**src/rtl/vga_pkg.sv**
```systemverilog
// vga_pkg: default 1080p raster timing, pattern-mode encoding and the colour-bar palette.
package vga_pkg;

  localparam int H_ACTIVE_DEF = 1920;
  localparam int H_FP_DEF     = 88;
  localparam int H_SYNC_DEF   = 44;
  localparam int H_BP_DEF     = 148;
  localparam int V_ACTIVE_DEF = 1080;
  localparam int V_FP_DEF     = 4;
  localparam int V_SYNC_DEF   = 5;
  localparam int V_BP_DEF     = 36;

  typedef enum logic [1:0] {
    MODE_BARS  = 2'd0,
    MODE_CHECK = 2'd1,
    MODE_SOLID = 2'd2,
    MODE_GRAD  = 2'd3
  } pattern_mode_t;

  // {r,g,b} on/off for each bar, left to right; channels go to full scale when on.
  function automatic logic [2:0] bar_palette(input logic [2:0] idx);
    logic [2:0] rgb_on;
    case (idx)
      3'd0:    rgb_on = 3'b111;
      3'd1:    rgb_on = 3'b110;
      3'd2:    rgb_on = 3'b011;
      3'd3:    rgb_on = 3'b010;
      3'd4:    rgb_on = 3'b101;
      3'd5:    rgb_on = 3'b100;
      3'd6:    rgb_on = 3'b001;
      default: rgb_on = 3'b000;
    endcase
    return rgb_on;
  endfunction

endpackage

```
**src/rtl/vga_pattern.sv**
```systemverilog
// vga_pattern: combinational test-pattern colour for one active pixel.
// Only instantiated when VGA_PATTERN_EN is defined.
module vga_pattern
  import vga_pkg::*;
#(
  parameter int H_ACTIVE   = H_ACTIVE_DEF,
  parameter int COLOR_W    = 4,
  parameter int CHECK_LOG2 = 5,
  parameter int CW         = 12
) (
  input  logic [CW-1:0]        x,
  input  logic [CW-1:0]        y,
  input  logic                 active,
  input  logic [1:0]           mode,
  input  logic [3*COLOR_W-1:0] solid_rgb,
  input  logic [2:0]           bar_idx,
  output logic [COLOR_W-1:0]   red,
  output logic [COLOR_W-1:0]   green,
  output logic [COLOR_W-1:0]   blue
);

  // Shift that makes the gradient ramp span the whole active width.
  localparam int CW_SHIFT = ($clog2(H_ACTIVE) > COLOR_W) ? ($clog2(H_ACTIVE) - COLOR_W) : 0;

  pattern_mode_t        mode_s;
  logic [2:0]           bar_on_s;
  logic                 check_s;
  logic [COLOR_W-1:0]   grad_s;
  logic                 unused_s;

  assign mode_s   = pattern_mode_t'(mode);
  assign bar_on_s = bar_palette(bar_idx);
  assign check_s  = x[CHECK_LOG2] ^ y[CHECK_LOG2];
  assign grad_s   = x[COLOR_W+CW_SHIFT-1:CW_SHIFT];
  assign unused_s = ^{x, y};

  // Colour select by latched mode; black outside the active area.
  always_comb begin
    red   = {COLOR_W{1'b0}};
    green = {COLOR_W{1'b0}};
    blue  = {COLOR_W{1'b0}};
    if (active) begin
      case (mode_s)
        MODE_BARS: begin
          red   = {COLOR_W{bar_on_s[2]}};
          green = {COLOR_W{bar_on_s[1]}};
          blue  = {COLOR_W{bar_on_s[0]}};
        end
        MODE_CHECK: begin
          red   = {COLOR_W{check_s}};
          green = {COLOR_W{check_s}};
          blue  = {COLOR_W{check_s}};
        end
        MODE_SOLID: begin
          {red, green, blue} = solid_rgb;
        end
        MODE_GRAD: begin
          red   = grad_s;
          green = grad_s;
          blue  = grad_s;
        end
        default: begin
          red   = {COLOR_W{1'b0}};
          green = {COLOR_W{1'b0}};
          blue  = {COLOR_W{1'b0}};
        end
      endcase
    end else begin
      red   = {COLOR_W{1'b0}};
      green = {COLOR_W{1'b0}};
      blue  = {COLOR_W{1'b0}};
    end
  end

endmodule

```
**src/rtl/vga_timing_gen.sv**
```systemverilog
// vga_timing_gen: raster counters, registered sync/DE/coordinates and pixel colour.
// Define VGA_PATTERN_EN to build in the test-pattern source; otherwise ext_rgb is passed through.
module vga_timing_gen
  import vga_pkg::*;
#(
  parameter int   H_ACTIVE   = H_ACTIVE_DEF,
  parameter int   H_FP       = H_FP_DEF,
  parameter int   H_SYNC     = H_SYNC_DEF,
  parameter int   H_BP       = H_BP_DEF,
  parameter int   V_ACTIVE   = V_ACTIVE_DEF,
  parameter int   V_FP       = V_FP_DEF,
  parameter int   V_SYNC     = V_SYNC_DEF,
  parameter int   V_BP       = V_BP_DEF,
  parameter logic HS_POL     = 1'b0,
  parameter logic VS_POL     = 1'b0,
  parameter int   COLOR_W    = 4,
  parameter int   N_BARS     = 8,
  parameter int   CHECK_LOG2 = 5,
  parameter int   CW         = 12
) (
  input  logic                 clk,
  input  logic                 rst,
  input  logic [1:0]           mode,
  input  logic [3*COLOR_W-1:0] solid_rgb,
  input  logic [3*COLOR_W-1:0] ext_rgb,
  output logic                 hsync,
  output logic                 vsync,
  output logic                 de,
  output logic [CW-1:0]        x,
  output logic [CW-1:0]        y,
  output logic                 frame_start,
  output logic [COLOR_W-1:0]   red,
  output logic [COLOR_W-1:0]   green,
  output logic [COLOR_W-1:0]   blue
);

  localparam int H_TOTAL = H_SYNC + H_BP + H_ACTIVE + H_FP;
  localparam int V_TOTAL = V_SYNC + V_BP + V_ACTIVE + V_FP;

  localparam logic [CW-1:0] ZERO_C     = {CW{1'b0}};
  localparam logic [CW-1:0] ONE_C      = {{(CW-1){1'b0}}, 1'b1};
  localparam logic [CW-1:0] H_LAST_C   = CW'(H_TOTAL - 1);
  localparam logic [CW-1:0] V_LAST_C   = CW'(V_TOTAL - 1);
  localparam logic [CW-1:0] H_SYNC_C   = CW'(H_SYNC);
  localparam logic [CW-1:0] V_SYNC_C   = CW'(V_SYNC);
  localparam logic [CW-1:0] HA_START_C = CW'(H_SYNC + H_BP);
  localparam logic [CW-1:0] HA_END_C   = CW'(H_SYNC + H_BP + H_ACTIVE);
  localparam logic [CW-1:0] VA_START_C = CW'(V_SYNC + V_BP);
  localparam logic [CW-1:0] VA_END_C   = CW'(V_SYNC + V_BP + V_ACTIVE);

  logic [CW-1:0]        h_r;
  logic [CW-1:0]        v_r;
  logic                 active_s;
  logic                 origin_s;
  logic [CW-1:0]        x_s;
  logic [CW-1:0]        y_s;
  logic [3*COLOR_W-1:0] rgb_s;
  logic                 unused_s;

  assign active_s = (h_r >= HA_START_C) && (h_r < HA_END_C) &&
                    (v_r >= VA_START_C) && (v_r < VA_END_C);
  assign origin_s = (h_r == ZERO_C) && (v_r == ZERO_C);
  assign x_s      = active_s ? (h_r - HA_START_C) : ZERO_C;
  assign y_s      = active_s ? (v_r - VA_START_C) : ZERO_C;

  // Raster counters: h wraps every line, v steps on the last clock of each line.
  always_ff @(posedge clk) begin
    if (rst) begin
      h_r <= ZERO_C;
      v_r <= ZERO_C;
    end else if (h_r == H_LAST_C) begin
      h_r <= ZERO_C;
      v_r <= (v_r == V_LAST_C) ? ZERO_C : (v_r + ONE_C);
    end else begin
      h_r <= h_r + ONE_C;
    end
  end

`ifdef VGA_PATTERN_EN
  localparam logic [CW-1:0] BAR_LAST_C = CW'(H_ACTIVE / N_BARS - 1);
  localparam logic [2:0]    LAST_BAR_C = 3'(N_BARS - 1);

  logic [1:0]           mode_r;
  logic [3*COLOR_W-1:0] solid_r;
  logic [CW-1:0]        bar_pos_r;
  logic [2:0]           bar_idx_r;

  // Pattern controls are sampled once per frame at the raster origin.
  always_ff @(posedge clk) begin
    if (rst) begin
      mode_r  <= MODE_BARS;
      solid_r <= {(3*COLOR_W){1'b0}};
    end else if (origin_s) begin
      mode_r  <= mode;
      solid_r <= solid_rgb;
    end
  end

  // Bar index steps every BAR_W active pixels; the final bar keeps any remainder.
  always_ff @(posedge clk) begin
    if (rst || !active_s) begin
      bar_pos_r <= ZERO_C;
      bar_idx_r <= 3'd0;
    end else if ((bar_pos_r == BAR_LAST_C) && (bar_idx_r != LAST_BAR_C)) begin
      bar_pos_r <= ZERO_C;
      bar_idx_r <= bar_idx_r + 3'd1;
    end else begin
      bar_pos_r <= bar_pos_r + ONE_C;
    end
  end

  vga_pattern #(
    .H_ACTIVE   (H_ACTIVE),
    .COLOR_W    (COLOR_W),
    .CHECK_LOG2 (CHECK_LOG2),
    .CW         (CW)
  ) u_pattern (
    .x         (x_s),
    .y         (y_s),
    .active    (active_s),
    .mode      (mode_r),
    .solid_rgb (solid_r),
    .bar_idx   (bar_idx_r),
    .red       (rgb_s[3*COLOR_W-1:2*COLOR_W]),
    .green     (rgb_s[2*COLOR_W-1:COLOR_W]),
    .blue      (rgb_s[COLOR_W-1:0])
  );

  assign unused_s = ^ext_rgb;
`else
  assign rgb_s    = ext_rgb;
  assign unused_s = ^{mode, solid_rgb, N_BARS[0], CHECK_LOG2[0]};
`endif

  // Every output is registered from the same counter state so they stay aligned.
  always_ff @(posedge clk) begin
    if (rst) begin
      hsync              <= ~HS_POL;
      vsync              <= ~VS_POL;
      de                 <= 1'b0;
      x                  <= ZERO_C;
      y                  <= ZERO_C;
      frame_start        <= 1'b0;
      {red, green, blue} <= {(3*COLOR_W){1'b0}};
    end else begin
      hsync              <= (h_r < H_SYNC_C) ? HS_POL : ~HS_POL;
      vsync              <= (v_r < V_SYNC_C) ? VS_POL : ~VS_POL;
      de                 <= active_s;
      x                  <= x_s;
      y                  <= y_s;
      frame_start        <= origin_s;
      {red, green, blue} <= active_s ? rgb_s : {(3*COLOR_W){1'b0}};
    end
  end

endmodule
```
**config.mk**
```make
export PLATFORM = sky130hd
export DESIGN_NAME = vga_timing_gen
export DESIGN_NICKNAME = d
export VERILOG_FILES = /design/src/rtl/vga_pkg.sv /design/src/rtl/vga_pattern.sv /design/src/rtl/vga_timing_gen.sv
export SDC_FILE = /design/constraint.sdc
export NUM_CORES = 1
export LEC_CHECK = 0
export CAP_MARGIN = 30
export CORE_ASPECT_RATIO = 1.4
export CORE_MARGIN = 2
export CORE_UTILIZATION = 30
export CTS_CLUSTER_SIZE = 25
export DETAILED_ROUTE_END_ITERATION = 8
export SYNTH_ARGS = -nofsm -noshare
export SYNTH_HDL_FRONTEND = slang
export SYNTH_HIERARCHICAL = 1
export SYNTH_SLANG_ARGS = --single-unit
```
**constraint.sdc**
```tcl
create_clock -name clk -period 2.1 [get_ports clk]
set_input_delay 0.315 -clock clk [delete_from_list [all_inputs] [get_ports clk]]
set_output_delay 0.315 -clock clk [all_outputs]
set_load 0.01 [all_outputs]
```
Word-level counts from Yosys, hierarchy flattened
Cells that the tools add are included.

Logic and storage cells: 35. Register bits after elaboration: 64.

Equal/unequal tests: 2. Reduce and logical (&&, ||, !) cells: 8. Muxes and demuxes: 3. $add $sub $neg: 4. Magnitude comparators: 6. Bitwise logic cells: 1.

Operator list (count): 12-bit by 1-bit adder with 12-bit output (second input constant) (2); 12-bit logical NOT (2); 12-bit by 11-bit equality test with 1-bit output (second input constant) (1); 12-bit equality test (second input constant) (1); 12-bit by 6-bit >= comparator with 1-bit output (second input constant) (1); 12-bit by 8-bit >= comparator with 1-bit output (second input constant) (1); 12-bit by 11-bit less-than comparator with 1-bit output (second input constant) (1); 12-bit less-than comparator (second input constant) (1); 12-bit by 3-bit less-than comparator with 1-bit output (second input constant) (1); 12-bit by 6-bit less-than comparator with 1-bit output (second input constant) (1); 12-bit two-way mux (1); 12-bit by 6-bit subtractor with 12-bit output (second input constant) (1); 12-bit by 8-bit subtractor with 12-bit output (second input constant) (1); 1-bit logical AND (4); 2-bit OR reduction (2); 1-bit two-way mux (2); 1-bit NOT (1).

Logic depth before layout (Yosys ltp)
Gate-level depths: netlist of the first run.

Depth after elaboration: 6. Mapped depth: 8. Depth with buffers taken out: 6.

Least setup slack after synthesis of the first run
Ideal clock, no wire load.

Kind: register to register. Start: register v_r[7]. End: register x[8]. Library setup time: 0.134 ns. Path buffers: 2. Stages on the path, launching flop included: 6. Arrival time: 1.865 ns. Setup slack: 0.101 ns. Data required time: 1.966 ns. Cells stage by stage: dfxtp_1 > clkbuf_1 > or4_1 > o32ai_2 > clkbuf_1 > nor4_1.

Longest elaborated chain between the ends: 5.

RTL lines: start: declaration (RTL line vga_timing_gen.sv:52) `logic [CW-1:0] v_r;`; start signal: assignment (RTL line vga_timing_gen.sv:73) `v_r <= (v_r == V_LAST_C) ? ZERO_C : (v_r + ONE_C);`; 12-bit by 6-bit >= comparator with 1-bit output (RTL line vga_timing_gen.sv:61) `(v_r >= VA_START_C) && (v_r < VA_END_C);`; 1-bit logical AND (RTL line vga_timing_gen.sv:60) `assign active_s = (h_r >= HA_START_C) && (h_r < HA_END_C) &&`; 1-bit logical AND * (RTL line vga_timing_gen.sv:61); 1-bit NOT (no line) *; 2-bit OR reduction (no line) *; end signal: assignment (RTL line vga_timing_gen.sv:149) `x <= x_s;`; end: declaration (RTL line vga_timing_gen.sv:29) `output logic [CW-1:0] x,`.

Every way passes the cells marked *; elsewhere a longest branch is shown, timed or not. A chain may end at the register's enable or synchronous reset.

Worst setup path after layout of the first run
Start: register h_r[6]. End: register v_r[10].

Longest elaborated chain between the ends: 1.

RTL lines: start: declaration (RTL line vga_timing_gen.sv:51) `logic [CW-1:0] h_r;`; start signal: assignment (RTL line vga_timing_gen.sv:75) `h_r <= h_r + ONE_C;`; 12-bit equality test (RTL line vga_timing_gen.sv:71) `end else if (h_r == H_LAST_C) begin`.

Every way passes these cells.

==> results of run 1 <==
cell families (layout without fill, tap and decap cells):
group | Yosys count | in the layout | synth area share, %
multiplexers | 1 | 1 | 0.3553
XOR/XNOR | 21 | 21 | 6.528
buffers and inverters | 55 | 120 | 8.481
flip-flops | 64 | 64 | 45.47
adder cells (fa/ha/maj) | 10 | 10 | 4.440
AND/OR/NAND/NOR | 124 | 125 | 25.22
AO/OA/AOI/OAI | 42 | 42 | 9.503
flip-flops by register name, indices dropped and copies added, names as in the netlist:
signal / flops
blue: 4
v_r: 12
red: 4
vsync: 1
h_r: 12
de: 1
x: 12
green: 4
y: 12
frame_start: 1
hsync: 1
worst paths after layout:
check / to / slack (ns) / cells past startpoint
max: v_r[10] / 0.09 / 6
min: h_r[0] / 0.45 / 1
max reg2reg: v_r[10] / 0.09 / 6
min reg2reg: h_r[0] / 0.45 / 1
metrics by stage:
stage	hold WS, ns	cells	utilization (%)	setup slack [ns]
after CTS	0.4811	488	42.57	0.05364
after floorplan	0.4341	317	-	0.1010
final	0.4472	490	43.01	0.08698
after global routing	0.4589	490	43.01	-0.002488
after global placement	0.4583	472	39.27	0.1352
after detailed placement	0.4676	472	39.27	0.1054
area by class of cell:
type	instances	area (µm²)	area share, %
clock buffers	11	242.7	6.216
inverters	27	101.3	2.595
clock inverters	5	56.30	1.442
flip-flops and latches	64	1284	32.87
well taps	107	133.9	3.428
multi-input cells	199	1339	34.28
repair buffers	77	748.2	19.16
power by group through the flow:
stage | clock, µW | sequential (µW) | combinational [µW]
floorplan | 0 | 1260 | 43.6
global placement | 0 | 1260 | 93.9
detailed placement | 0 | 1260 | 94.2
CTS | 1490 | 1230 | 94.7
global route | 1550 | 1230 | 103
finish | 1470 | 1230 | 94.8
cells in the final DEF (no fill, tap or decap), types with 6 or more instances in the layout:
| master | n |
|---|---|
| dfxtp_1 | 62 |
| clkdlybuf4s50_1 | 53 |
| nor4_1 | 34 |
| inv_1 | 27 |
| nor2_1 | 23 |
| buf_4 | 21 |
| xnor2_1 | 15 |
| a21oi_1 | 14 |
| nand2_1 | 12 |
| nand3_1 | 10 |
| o21ai_0 | 10 |
| or3_1 | 9 |
| ha_1 | 9 |
| clkbuf_16 | 9 |
| nor3_1 | 6 |
| nand4_1 | 6 |
| xor2_1 | 6 |
per-layer routing:
layer	vias to the layer above	track usage [%]	wire (µm)
met4	0	5.952	158
met3	12	3.561	249
met2	57	23.89	3787
met1	1125	16.00	2911
met5	-	0	0
li1	1240	-	-
timing repair:
action,CTS,global route
gates resized for setup,0,10
setup endpoints to repair,0,4
setup buffers,0,1
==> metrics.txt, run 1 <==
PwrDens 715.2 nW/µm²; Setup crit start kind flip-flop; CTS Buf Count 9; Num Clock Sinks 64; placed cell areas around 3600 µm²; Buf/Inv on CP 1; die height 118.7 µm; Synth area leader dfxtp_1; status finished, final reports clean; Post-synth EDFFs 0; Max Cap Violations 0; Layout area overhead 38.59%; Mapped Avg Cell Area 8.889 µm²; Ys Warns 6; fraction of registers with async set/reset 0%; Max Fclk 0.4968 GHz; commonest cells in the netlist 64 x dfxtp_1, 34 x nor4_1, 27 x inv_1, 23 x nor2_1, 18 x clkbuf_1; Congestion Overflow GR 0; vias in the first global route 2243; All-Layer GR Usage roughly 14%; Req. time, crit path 2.36 ns; CP Launch Point h_r[6]; routed wire length slightly above 7000 µm; Seq/Total Area, Yosys between 40% and 50%; vias post-DR 2434; crit path kind flip-flop to flip-flop; Die W ~86 µm; TritonCTS clock tree done; mapped cell area 2818 µm²; clock transition at the registers of the reported paths around 0.060 ns; Antenna diodes 0; first-pass GRT wire length around 11000 µm; WL/cell 14.50 µm; DRC violations left 0; VDD IR max ~0.37 mV; H-tree lvl count 3; slowest stage delay, CP 0.63 ns; first-pass detailed-route iteration total 4; CTS root buffer clkbuf_16; Comb power frac 3.4%; Slew headroom 69.01%; CP cell instances inv_1 > ha_1 > nand4_1 > or4_4 > or4_1 > a21oi_1; Fill cells 887; Hold Violations, Final 0; row count 41; synth top area cells dfxtp_1 45%, nor4_1 7.5%, xnor2_1 4.7%; final setup fails 0; Clock Tree Buf Depth 2; Power Total 2793 µW; Crit-path slowest cell or4_4; Iter 0 DRT Violations a little over 100; initial antenna violation count 0; Post-Syn Instances 317; I/O pin cnt 68; CP max FO 8; top cell type's share of synthesized area between 40 and 50%; largest net degree at the start of global routing between 40 and 50; Int Power 2220 µW; die footprint 10190 µm²; Initial Util 31.03%; Leak between 0.001 and 0.0015 µW; Worst Path Arrival 2.27 ns; Final nets ~420; port buffer count 53; setup TNS 0 ns; fin crit share 95.86%; Crit path max-delay family simple AND/OR/NAND/NOR gates; Tmin final 2.013 ns; CTS Hold Bufs 0; Worst Hold Class flip-flop to flip-flop; worst clock skew 0.007489 ns; drt via density between 4 and 5; Flop pwr share ~44%; Final Cell Area 3905 µm²; Psw ~570 µW; area of the core roughly 9100 µm²; Syn Nets 355; Worst Tran Pin Value 0.4606 ns; layout cell share with drive strength beyond 1 13.58%; most common cell in the netlist dfxtp_1; Synth Flop Type dfxtp_1; Hold Startpoint h_r[0]; DRT antenna net count 0; crit end category flip-flop; clk_lat worst skew between 0.3 and 0.4 ns; share of total power in the clock network 52.5%; Final Max Slew Viols 0; HPWL Detailed 4895 µm; Yosys reg bits 64; Switching Share between 20% and 30%; RD Place Congestion 0.8857; FF-to-FF Start h_r[6]; Yosys cell types 41
Power figures use the tool's default switching activity.
==> inputs of run 2 (changes only) <==
- clock period: 2.1 -> 2 ns (I/O delays scaled with it)
==> run 2 against run 1 <==
Sequential power rose by 5%. Design area rose by 0.42%. Core utilization rose by 0.18 points. Global-route usage rose by 0.77 points. Power rose by 1.8%. Worst hold slack improved by 0.048 ns. Die area did not move. First-iteration DRC count fell by 12%. Clock skew rose by 0.0027 ns. Flip-flop and latch count did not move. Non-clock buffer count rose by 5. Sequential share of layout area fell by 0.073 points. Largest cell class unchanged.
==> metrics.txt, run 2 (synthesized netlist as in run 1, its figures left out) <==
Worst Path Arrival 2.19 ns; setup TNS 0 ns; fin crit share 96.69%; PwrDens 725.1 nW/µm²; DRC violations left 0; Int Power between 2000 and 2500 µW; worst r2r path cells 4; final setup fails 0; DRT antenna net count 0; Worst Hold Depth 3; WHS ~0.5 ns; clk_lat worst skew ~0.33 ns; FF-to-FF Start h_r[10]; commonest cells after routing, fill and taps aside 60 x dfxtp_1, 53 x clkdlybuf4s50_1, 34 x nor4_1; layout cell share with drive strength beyond 1 15.72%; CTS root buffer clkbuf_16; All-Layer GR Usage between 10% and 20%; Worst Tran Pin Value 0.4819 ns; vias post-DR 2454; Final nets 421; CTS Hold Bufs 0; Layout area overhead 39.17%; Final Core Density 43.19%; row count 41; WL/cell 14.55 µm; area of the core slightly above 9000 µm²; Comb power frac 3.5%; TritonCTS clock tree done; Initial Util a little under a third; H-tree lvl count 3; RD Place Congestion 0.8219; port buffer count 53; first-pass GRT wire length 11720 µm; Die W 85.91 µm; Max Fclk just over 0.5 GHz; first-pass detailed-route iteration total 5; CP max FO 8; Congestion Overflow GR 0; status finished, final reports clean; Clock Tree Buf Depth 2; commonest non-fill, non-tap cell in the layout dfxtp_1; RR Endpoint v_r[8]; Tmin final ~1.9 ns; drt via density approximately 5; largest net degree at the start of global routing 37; Flop pwr share 45.4%; Switching Share 21.20%; Hold Startpoint ext_rgb[1]; Antenna diodes 0; die height between 100 and 150 µm; Setup crit start kind flip-flop; routed wire length 7203 µm; RSZ-0062 raised after global routing true; Psw 602.7 µW; I/O pin cnt around 70; Final Max Slew Viols 0; CTS Buf Count 9; Max Cap Violations 0; Iter 0 DRT Violations 91; Num Clock Sinks 64; Worst Hold Class input port to flip-flop; share of total power in the clock network 51.0%; HPWL Detailed 5086 µm; vias in the first global route 2379; Slew headroom 67.58%; worst clock skew 0.01022 ns; Fill cells roughly 900; crit path kind flip-flop to flip-flop; die footprint between 10000 and 15000 µm²; Hold Path End blue[1]; crit end category flip-flop; Leak 0.001460 µW; VDD IR max 0.3524 mV; Hold Violations, Final 0; clock transition at the registers of the reported paths 0.06 ns; reg2reg setup slack 0.07 ns; initial antenna violation count 0; Req. time, crit path about 2.3 ns
[run 2: changes by cell type in the layout (fill, tap and decap cells not counted), moves of 2 or more]
cell and change:
buf_4 +6, a2111oi_1 -3, a2111oi_0 +2, dfxtp_1 -2
dfxtp_2 +2
[run 2: worst max path at each step]
stage	to	cells past startpoint	slack (ns)	start
2_1_floorplan	x[8]	5	0.001	v_r[7]
3_3_place_gp	v_r[8]	4	0.03	h_r[10]
3_5_place_dp	v_r[8]	4	0.01	h_r[10]
4_1_cts	v_r[8]	4	0.009	h_r[10]
5_1_grt	x[1]	6	-0.006	v_r[8]
6_report	v_r[8]	4	0.07	h_r[10]
[run 2: area by class of cell]
class | instances | area [µm²] | area share (%)
multi-input combinational | 199 | 1341 | 34.21
sequential | 64 | 1286 | 32.80
timing repair buffer | 82 | 773.2 | 19.72
clock buffer | 12 | 256.5 | 6.541
tap | 107 | 133.9 | 3.414
inverter | 27 | 101.3 | 2.585
clock inverter | 4 | 28.78 | 0.7339
[run 2: metrics by stage]
step / setup slack [ns] / total power [µW] / instance area (µm²) / std cells
floorplan: 0.001021 / 1365 / 2818 / 317
global placement: 0.03346 / 1417 / 3591 / 477
detailed placement: 0.01075 / 1418 / 3591 / 477
CTS: 0.009019 / 2872 / 3876 / 493
global route: -0.005959 / 2947 / 3921 / 495
finish: 0.06620 / 2843 / 3921 / 495
[run 2: critical path, stage by stage, from the launching register on]
cell and delay (ns):
dfxtp_1 0.31, or3_4 0.40, or4_4 0.58, or4_1 0.41, a21oi_1 0.15
[run 2: layer usage]
metal	track usage (%)	wire, µm	vias to the layer above
met3	4.050	183	15
met2	24.56	3881	36
met1	16.69	2939	1157
met5	0	0	-
met4	7.639	199	0
li1	-	-	1246
[run 2: repair_timing]
action | 4_1_cts | 5_1_grt
buffers inserted | 0 | 1
pin swaps | 1 | 0
gates resized for setup | 0 | 12
gates cloned | 0 | 1
endpoints found under the setup margin | 2 | 46
[run 2: power by group through the flow]
stage / sequential (µW) / combinational (µW) / clock, µW
2_1_floorplan: 1320 / 45.7 / 0
3_3_place_gp: 1320 / 99.1 / 0
3_5_place_dp: 1320 / 100 / 0
4_1_cts: 1290 / 100 / 1480
5_1_grt: 1290 / 111 / 1540
6_report: 1290 / 101 / 1450
==> inputs of run 3 (changes only) <==
- CTS_CLUSTER_DIAMETER: default -> 30
- HOLD_SLACK_MARGIN: default -> 0.12
==> results of run 3 <==
Final layout, timing and power as in run 2 (identical DEF).
==> RTL edit 1 (flow settings as in run 1) <==
Set the parameter `COLOR_W` to 3 (it was 4).
--- a/src/rtl/vga_timing_gen.sv
+++ b/src/rtl/vga_timing_gen.sv
@@ -14,5 +14,5 @@
   parameter logic HS_POL     = 1'b0,
   parameter logic VS_POL     = 1'b0,
-  parameter int   COLOR_W    = 4,
+  parameter int   COLOR_W    = 3,
   parameter int   N_BARS     = 8,
   parameter int   CHECK_LOG2 = 5,
Interface: changed (5 resized); port bits go from 68 to 59. The function was not compared with the original's and may differ.
==> RTL edit 1 against run 1 <==
First-iteration DRC count is 68% lower. Clock power increased by 7%. Worst setup slack improved by 0.0029 ns. Design area shrank 7.5%. Count of clock-buffer cells in the layout rose by 1. Synthesized area is 9.6% lower. Sequential cell count fell by 3. Critical path depth is 2 higher. Total power up 1.0%. Wire length is 23% lower.
==> RTL edit 1: results <==
[status]
status = "completed"

[routing]
detail_route.wirelength_um = 5450
detail_route.vias_per_cell = 4.57
first_iter_violations = 33

[yosys]
ys_seq_area_share_pct = 47.9
yosys-mux-area-fraction_pct = 0.393
number_of_nets_produced_by_synthesis = 305
syn_area_per_cell_um2 = 9.33
yosys-top-cells-count = "61 x dfxtp_1, 46 x nor2_1, 19 x xor2_1"
synth_compound_area_share_pct = 5.75

[global_routing]
grt_pass1_wl_um = 8920
grt_use_met3_pct = 2.95
grtUsageTotal_pct = 12.8
number_of_global_route_vias_before_repair = 2015
use_met1_pct = 12.5

[layout]
filler_cell_count = 790
finish.net_count = 376

[placed_design]
post_dp_cell_area_um2 = 3270
post-place-ws_ns = -0.0155
dp.cells = 435

[setup_path]
critPathMaxFanout = 6
crit_slowest_cell = "or4b_2"
crit_path_max_incr_delay_ns = 0.59

[power]
power.leakage_nw = 1.54
power.sequential.fraction_pct = 41.6
netSwitchingPower_mw = 0.518

[timing]
finClkSkew_ns = 0.00692
final.setup.worst_slack_ns = 0.0898
## RTL edit 1: changes by cell type after synthesis, sizes merged, moves of 6 or more
cell and change:
xor2 +13, and3 +8, or3 -9, inv -18, nor2 +23, and2 +14, clkbuf -8, nor4 -32
o21ai -6, a21oi -6
## RTL edit 1: area by class of cell
type | instances | area share, %
flip-flops and latches | 61 | 33.8
inverters | 10 | 1.18
clock buffers | 12 | 7.10
clock inverters | 4 | 1.94
repair buffers | 79 | 19.7
multi-input cells | 183 | 32.8
well taps | 102 | 3.53
## RTL edit 1: kinds of logic after synthesis
| logic type | count (synthesis) |
|---|---|
| DFF | 61 |
| xor gates and xnor gates | 30 |
| muxes | 1 |
| buffers and inverters | 29 |
| AOI/OAI and AO/OA | 22 |
| adders and majority gates | 10 |
| and+or+nand+nor | 120 |
## RTL edit 1: timing repair
item                       CTS  global route
hold buffers                 0             0
pin swaps                    0             2
gates resized for setup      1             5
setup endpoints to repair   30            28
buffers inserted             0             0
==> RTL edit 2 (config.mk and constraints of run 1) <==
Made on the original files. The output `x` loses its register stage (`x` becomes a continuous assignment).
--- a/src/rtl/vga_timing_gen.sv
+++ b/src/rtl/vga_timing_gen.sv
@@ -139,5 +139,4 @@
       vsync              <= ~VS_POL;
       de                 <= 1'b0;
-      x                  <= ZERO_C;
       y                  <= ZERO_C;
       frame_start        <= 1'b0;
@@ -147,5 +146,4 @@
       vsync              <= (v_r < V_SYNC_C) ? VS_POL : ~VS_POL;
       de                 <= active_s;
-      x                  <= x_s;
       y                  <= y_s;
       frame_start        <= origin_s;
@@ -154,3 +152,5 @@
   end
 
+  assign x = x_s;
+
 endmodule
Formal check against the unedited RTL: no difference found for any inputs over 10 cycles, from zero or initial values and one cycle with rst high; that may be too few to reach the edited logic, so the function may still have changed.
==> RTL edit 2 against run 1 <==
The flow now finishes with violations (negative setup slack). Worst setup slack got worse by 0.61 ns. Wire length decreased by 10%. First-iteration DRC count is 14% higher. Clock power shrank 38%. Register-to-register slack got worse by 0.21 ns. Synthesized area fell by 13%. Sequential cell count decreased by 12. Sequential power decreased by 19%. Design area decreased by 2.5%. Maximum frequency fell by 23%. Synthesized cell count fell by 12%. Cell count shrank 3.5%. Total power down 29%.
==> RTL edit 2: results <==
[status]
status = "complete, but fails checks"
failed_checks = "negative setup slack"

[yosys]
yosys-mux-area-fraction_pct = 0.409
post_synth_xor_area_fraction_pct = 10.7
synth_cell_types = 42
syn-instance-count = 279
ys_seq_area_share_pct = 42.6
yosys.area_share.adder_pct = 5.12
synth_top_cells_by_area = "dfxtp_1 43%, xnor2_1 6.4%, nor2_1 5.8%"
yosys-top-cells-count = "52 x dfxtp_1, 38 x nor2_1, 18 x xnor2_1"

[layout]
final-instance-count-excl-fill = 473
fraction_of_final_layout_cells_with_drive_strength_greater_than_1_pct = 30.2
finish.net_count = 408

[power]
clk-power_mw = 0.914
ir_drop_v = 0.000454
power.leakage_nw = 1.54
total_power_mw = 1.99
sw_frac_of_total_pct = 20.6
seq_cell_power_mw = 1.00

[global_routing]
use_met1_pct = 17.2
grt_max_degree = 17
grt_pass1_wl_um = 10400
grtUsageMet2_pct = 25.6
grtUsageTotal_pct = 14.8
grt_use_met3_pct = 3.09

[timing]
whs_ns = 0.484
finClkSkew_ns = 0.00895
setup_violations = 36
setup-tns-final_ns = -8.19
final.setup.worst_slack_ns = -0.523
tightest_slew_ns = 0.556

[routing]
routed-wl-met2_um = 3280
routed-wl-met3_um = 299
detail_route.wirelength.met1_um = 2640
first_iter_violations = 117

[cts]
worst_skew_pair.late_latency_ns = 0.29
numCtsBuffers = 5

[placed_design]
gpl.final_weighted_congestion = 0.790
post-dp-hpwl_um = 4640
dp.cells = 458
post-place-ws_ns = -0.768
post_dp_cell_area_um2 = 3410

[setup_path]
crit_end = "x[10]"
crit_slowest_cell = "or4b_4"
worstSetupStartpoint = "h_r[7]$_SDFF_PP0_"
r2r_cells = 9
reg2reg_setup_slack_ns = -0.12
critPathMaxFanout = 4
r2r-end = "y[6]$_SDFF_PP0_"
## RTL edit 2: cell count changes in the layout (fill, tap and decap cells not counted), moves of 9 or more
| cell | run 1 | this run |
|---|---|---|
| and2_1 | 0 | 9 |
| buf_4 | 21 | 47 |
| buf_6 | 0 | 14 |
| clkdlybuf4s50_1 | 53 | 41 |
| dfxtp_1 | 62 | 50 |
| inv_1 | 27 | 9 |
| nor3_4 | 0 | 9 |
| nor4_1 | 34 | 5 |
## RTL edit 2: cell type report
| class | instances | area, um^2 |
|---|---|---|
| clock buffer | 7 | 164 |
| clock inverter | 1 | 8.76 |
| fill | 773 | 4240 |
| inverter | 11 | 43.8 |
| multi-input combinational | 195 | 1470 |
| sequential | 52 | 1050 |
| tap | 102 | 128 |
| timing repair buffer | 105 | 951 |
## RTL edit 2: repair_timing
item                       4_1_cts  5_1_grt
setup buffers                    8        2
resized for setup               84       21
pin swaps                        8        9
cloned                           1        0
setup endpoints to repair       36       38
